**config.mk**
```make
export PLATFORM = sky130hd
export DESIGN_NAME = mem_wb_skid_stage
export DESIGN_NICKNAME = d
export VERILOG_FILES = /design/src/rtl/pipe_pkg.sv /design/src/rtl/pipe_skid_buf.sv /design/src/rtl/mem_wb_skid_stage.sv
export SDC_FILE = /design/constraint.sdc
export NUM_CORES = 1
export LEC_CHECK = 0
export ABC_CLOCK_PERIOD_IN_PS = 10500
export CAP_MARGIN = 5
export CORE_MARGIN = 2
export CORE_UTILIZATION = 50
export DETAILED_ROUTE_END_ITERATION = 10
export GPL_ROUTABILITY_DRIVEN = 0
export HOLD_SLACK_MARGIN = 0.12
export PLACE_DENSITY = 0.82
export SLEW_MARGIN = 25
export SYNTH_ARGS = -nofsm -noshare
export SYNTH_HDL_FRONTEND = slang
export SYNTH_HIERARCHICAL = 1
export SYNTH_SLANG_ARGS = --single-unit
export TNS_END_PERCENT = 100
```
**constraint.sdc**
```tcl
create_clock -name clk -period 10.5 [get_ports clk]
set_input_delay 3.15 -clock clk [delete_from_list [all_inputs] [get_ports clk]]
set_output_delay 3.15 -clock clk [all_outputs]
set_load 0.005 [all_outputs]
```
**src/rtl/pipe_pkg.sv**
```systemverilog
// Shared types for the MEM/WB skid stage: the MEM->WB payload record and the
// occupancy states of the 2-entry skid buffer.
package pipe_pkg;

    localparam int DATA_W_DEF = 32;
    localparam int REG_W_DEF  = 5;

    typedef struct packed {
        logic                  RegWrite;
        logic                  MemtoReg;
        logic [REG_W_DEF-1:0]  WriteReg;
        logic [DATA_W_DEF-1:0] ReadData;
        logic [DATA_W_DEF-1:0] ALUOut;
    } mem_wb_t;

    typedef enum logic [1:0] {
        EMPTY = 2'd0,
        BUSY  = 2'd1,
        FULL  = 2'd2
    } skid_state_t;

    // Packed width of a mem_wb_t-shaped record for arbitrary field widths.
    function automatic int payload_width(input int dataW, input int regW);
        return 2 + regW + 2 * dataW;
    endfunction

endpackage

```
**src/rtl/pipe_skid_buf.sv**
```systemverilog
// Generic 2-entry valid/ready skid buffer with synchronous flush; in_ready_o is
// decoded from the registered state only, so it never depends on out_ready_i.
module pipe_skid_buf
    import pipe_pkg::*;
#(
    parameter int W = 8
) (
    input  logic         clk,
    input  logic         reset,
    input  logic         flush_i,
    input  logic         in_valid_i,
    output logic         in_ready_o,
    input  logic [W-1:0] in_data_i,
    output logic         out_valid_o,
    input  logic         out_ready_i,
    output logic [W-1:0] out_data_o
);

    skid_state_t  state_q, state_d;
    logic [W-1:0] main_q, main_d;
    logic [W-1:0] skid_q, skid_d;
    logic         accept;
    logic         fire;

    assign in_ready_o  = (state_q != FULL);
    assign out_valid_o = (state_q != EMPTY);
    assign out_data_o  = main_q;
    assign accept      = in_valid_i & in_ready_o;
    assign fire        = out_valid_o & out_ready_i;

    always_comb begin
        state_d = state_q;
        main_d  = main_q;
        skid_d  = skid_q;
        case (state_q)
            EMPTY: begin
                if (accept) begin
                    state_d = BUSY;
                    main_d  = in_data_i;
                end
            end
            BUSY: begin
                if (accept && !fire) begin
                    state_d = FULL;
                    skid_d  = in_data_i;
                end else if (accept && fire) begin
                    main_d  = in_data_i;
                end else if (fire) begin
                    state_d = EMPTY;
                end
            end
            FULL: begin
                if (fire) begin
                    state_d = BUSY;
                    main_d  = skid_q;
                end
            end
            default: state_d = EMPTY;
        endcase
        // Flush only retires the occupancy; stale payload is masked by out_valid.
        if (flush_i) begin
            state_d = EMPTY;
        end
    end

    always_ff @(posedge clk or posedge reset) begin
        if (reset) begin
            state_q <= EMPTY;
            main_q  <= '0;
            skid_q  <= '0;
        end else begin
            state_q <= state_d;
            main_q  <= main_d;
            skid_q  <= skid_d;
        end
    end

endmodule

```
**src/rtl/mem_wb_skid_stage.sv**
```systemverilog
// MEM/WB boundary stage: skid-buffered payload, valid-qualified W outputs,
// a write-back forwarding tap for the hazard unit and a saturating stall counter.
module mem_wb_skid_stage
    import pipe_pkg::*;
#(
    parameter int DATA_W = 32,
    parameter int REG_W  = 5,
    parameter int CNT_W  = 16
) (
    input  logic              clk,
    input  logic              reset,
    input  logic              flush,
    input  logic              in_valid,
    output logic              in_ready,
    input  logic              RegWriteM,
    input  logic              MemtoRegM,
    input  logic [REG_W-1:0]  WriteRegM,
    input  logic [DATA_W-1:0] ReadDataM,
    input  logic [DATA_W-1:0] ALUOutM,
    output logic              out_valid,
    input  logic              out_ready,
    output logic              RegWriteW,
    output logic              MemtoRegW,
    output logic [REG_W-1:0]  WriteRegW,
    output logic [DATA_W-1:0] ReadDataW,
    output logic [DATA_W-1:0] ALUOutW,
    output logic              fwd_valid,
    output logic [REG_W-1:0]  fwd_reg,
    output logic [DATA_W-1:0] fwd_data,
    output logic [CNT_W-1:0]  stall_cnt
);

    localparam int PW = payload_width(DATA_W, REG_W);

    typedef struct packed {
        logic              RegWrite;
        logic              MemtoReg;
        logic [REG_W-1:0]  WriteReg;
        logic [DATA_W-1:0] ReadData;
        logic [DATA_W-1:0] ALUOut;
    } entry_t;

    entry_t          inEntry;
    entry_t          mainEntry;
    logic [PW-1:0]   mainBits;
    logic [CNT_W-1:0] cnt_q, cnt_d;

    assign inEntry = '{RegWrite: RegWriteM, MemtoReg: MemtoRegM, WriteReg: WriteRegM,
                       ReadData: ReadDataM, ALUOut: ALUOutM};

    pipe_skid_buf #(.W(PW)) u_skid (
        .clk         (clk),
        .reset       (reset),
        .flush_i     (flush),
        .in_valid_i  (in_valid),
        .in_ready_o  (in_ready),
        .in_data_i   (inEntry),
        .out_valid_o (out_valid),
        .out_ready_i (out_ready),
        .out_data_o  (mainBits)
    );

    assign mainEntry = entry_t'(mainBits);

    assign RegWriteW = mainEntry.RegWrite & out_valid;
    assign MemtoRegW = mainEntry.MemtoReg;
    assign WriteRegW = mainEntry.WriteReg;
    assign ReadDataW = mainEntry.ReadData;
    assign ALUOutW   = mainEntry.ALUOut;

    // r0 is hard-wired zero, so it is never offered as a forwarding source.
    assign fwd_valid = out_valid & mainEntry.RegWrite & (mainEntry.WriteReg != '0);
    assign fwd_reg   = mainEntry.WriteReg;
    assign fwd_data  = mainEntry.MemtoReg ? mainEntry.ReadData : mainEntry.ALUOut;

    always_comb begin
        cnt_d = cnt_q;
        if (out_valid && !out_ready && (cnt_q != {CNT_W{1'b1}})) begin
            cnt_d = cnt_q + {{(CNT_W-1){1'b0}}, 1'b1};
        end
    end

    always_ff @(posedge clk or posedge reset) begin
        if (reset) begin
            cnt_q <= '0;
        end else begin
            cnt_q <= cnt_d;
        end
    end

    assign stall_cnt = cnt_q;

endmodule

```
==> impl_results.md <==
* Slew Limit Fails at 0
* Port Buffers at around 200
* FF-to-FF path depth at 4
* Post-CTS Hold Buffers at 0
* Synth Register Bits at 160
* TNS Setup at 0 ns
* Max transition margin at approximately a third
* Clock latency on the worst-skew pair at 0.41 ns
* Slew of the pin with the lowest slew margin at about 1 ns
* Yosys warning count at 6
* # Post-CTS Setup Buffers at 0
* Synth unique cells at 39
* Clk pin slew, worst setup/hold paths at ~0.06 ns
* DRC at 0
* Layout cells sized above 1 at 40.73%
* CTS tree: yes
* Drt first-iter violations at approximately 240
* Synthesized netlist cell count at about 510
* Die Ht at between 100 and 150 um
* WL/cell at between 15 and 20 um
* Worst EP required at 7.35 ns
* Ys flop type: dfrtp_1
* Yosys top cell area share at a little over half
* Full die area at 16110 sq um
* Setup violations, final at 0
* CP max stage delay at 0.72 ns
* RSZ-0062 raised after global routing: no
* Non-Filler Instances at 901
* Syn Nets at 588
* Sequence of cells on the critical path: buf_4, mux2_2, clkdlybuf4s50_1
* Largest net degree at the start of global routing at around 80
* Max Cap Viol at 0
* CTS Buffer Depth at 2
* Hold Fails Final Rpt at 0
* CP max-delay cell: dfrtp_1
* Worst setup path start: u_skid/out_data_o[69]
* Vias in the first global route at 5344
* Placement Setup Slack at 4.896 ns
* Final worst-path cycle share at 53.23%
* Number of synthesized flops with an enable pin at 0
* Most common cell in the netlist: mux2_2
* Highest Clock Rate at around 180 MHz
* Critical Path Start Type: register
* Vias at 4928
* Synth-to-Final Area Change at 35.90%
* Filler Cells Inserted at 1010
* Tot GR Track Use at 21.21%
* Fin util at between 70% and 80%
* Crit path depth at 3
* Top cell type by total area after synthesis: dfrtp_1
* Top delay family on crit path: buffers and inverters
* Synth top cells by count: mux2_2, dfrtp_1, buf_2
* Htree depth at 4
* Reg2reg start: u_skid/state_q[1]
* HP Start: u_skid/skid_q[70]
* Asr flop ratio synth at between 90% and 100%
* CP max FO at 23
* Post-Synthesis Cell Area at approximately 7600 sq um
* Die W at between 100 and 150 um
* Maximum VDD drop at ~0.00011 V
* Sequential-to-total area share from yosys stat at between 50 and 60%
* Initial Utilization at roughly half
* CTS Buf Count at 17
* Drt via density at ~5.5
* Syn_area_per_cell at between 10 and 15 sq um
* # IOs at 203
* Status: complete, no violations
* Worst Hold Depth at 1
* GR Overflow Total at 0
* Crit path setup slack, layout at between 4 and 5 ns
* Minimum clock period after layout at about 5.6 ns
* Clk sinks at 160
* Root Driver: clkbuf_16
* Critical Path AT at roughly 2.4 ns
* Final HPWL DP at roughly 11000 um
* Post-CTS Resized at 0
* Dpl cell area at about 9600 sq um
* Classification of the worst setup path: register to output port
* Top cells by area, synth: dfrtp_1, mux2_2, buf_6, mux2_1, buf_2
* Final nets at a little under 800
* Crit path buffers/inverters at 2
* Antenna-violating nets left at 0
* Placed insts at 869
* Clock skew at 0.007840 ns
* Fin area at approximately 10000 sq um
* Initial antenna violation count at 0
* First-pass GRT wire length at 27090 um
* DRT Wirelength at about 17000 um
* Core area at 14640 sq um
* Drt pass-1 iters at 5
* Critical path endpoint category: output port
* Hold WC Path Type: register to register
* Antenna Cells at 0
* Site Rows at 44
* Cell Pwr Density at around 190 nW/um^2
* Leak Pwr at between 4 and 5 nW
## metrics by stage
step / total power, mW / hold WS, ns
after floorplan: 1.053 / 0.4721
after global placement: 1.287 / 0.4825
after detailed placement: 1.313 / 0.4897
after CTS: 1.976 / 0.5036
after global routing: 2.050 / 0.5159
final: 1.959 / 0.5005
## power breakdown
part | switching [mW] | internal [mW]
registers | 0.0954 | 0.746
clock network | 0.247 | 0.411
logic | 0.140 | 0.319
## state kept, by name, indices dropped and copies added (netlist names)
| signal | flops |
|---|---|
| u_skid/skid_q | 71 |
| u_skid/out_data_o | 71 |
| stall_cnt | 16 |
| u_skid/state_q | 2 |
## area by class of cell
type / count / area [sq um] / share of cell area [%]
clock inverter: 13 / 185.2 / 1.803
timing repair buffer: 207 / 2059 / 20.06
sequential: 160 / 4004 / 38.99
tap: 184 / 230.2 / 2.242
multi-input combinational: 315 / 3321 / 32.34
inverter: 3 / 16.27 / 0.1584
clock buffer: 19 / 452.9 / 4.411
## routing by layer
metal / up-vias / routed length [um] / track usage [%]
li1: 2235 / - / -
met1: 2502 / 7147 / 25.83
met2: 166 / 8638 / 36.84
met3: 25 / 767 / 5.609
met4: 0 / 353 / 6.917
met5: - / 0 / 0
## layout by cell type (no fill, tap or decap), types with 4 or more instances in the layout
cell type / netlist / layout
buf_4: 7 / 5
bufinv_16: 0 / 4
clkbuf_16: 0 / 17
clkdlybuf4s50_1: 0 / 202
clkinvlp_4: 0 / 5
dfrtp_1: 160 / 160
mux2_1: 7 / 7
mux2_2: 240 / 240
nand2_1: 6 / 6
nand4_1: 9 / 9
xnor2_1: 8 / 8
xor2_1: 5 / 5
## worst reg2reg max path, stage by stage (launching register included)
cell and delay, ns:
dfrtp_1 0.44, nor2b_1 0.33, and3b_4 0.25, buf_4 0.70
mux2_2 0.55
## cells by family after synthesis
logic type / count (synthesis) / share of synthesized area, %
xor gates and xnor gates: 13 / 1.507
muxes: 248 / 36.94
buffers and inverters: 36 / 3.378
AOI/OAI and AO/OA: 8 / 1.060
and+or+nand+nor: 45 / 3.958
DFF: 160 / 52.99
adders and majority gates: 1 / 0.1656
## path summary, 6_finish.rpt
check | to | slack (ns)
max | fwd_data[25] | 4.91
min | u_skid/skid_q[70] | 0.50
max reg2reg | u_skid/skid_q[25] | 8.12
min reg2reg | u_skid/skid_q[70] | 0.50
max in group asynchronous | u_skid/skid_q[59] | 5.90
min in group asynchronous | u_skid/state_q[0] | 3.25
Power figures use the tool's default switching activity.
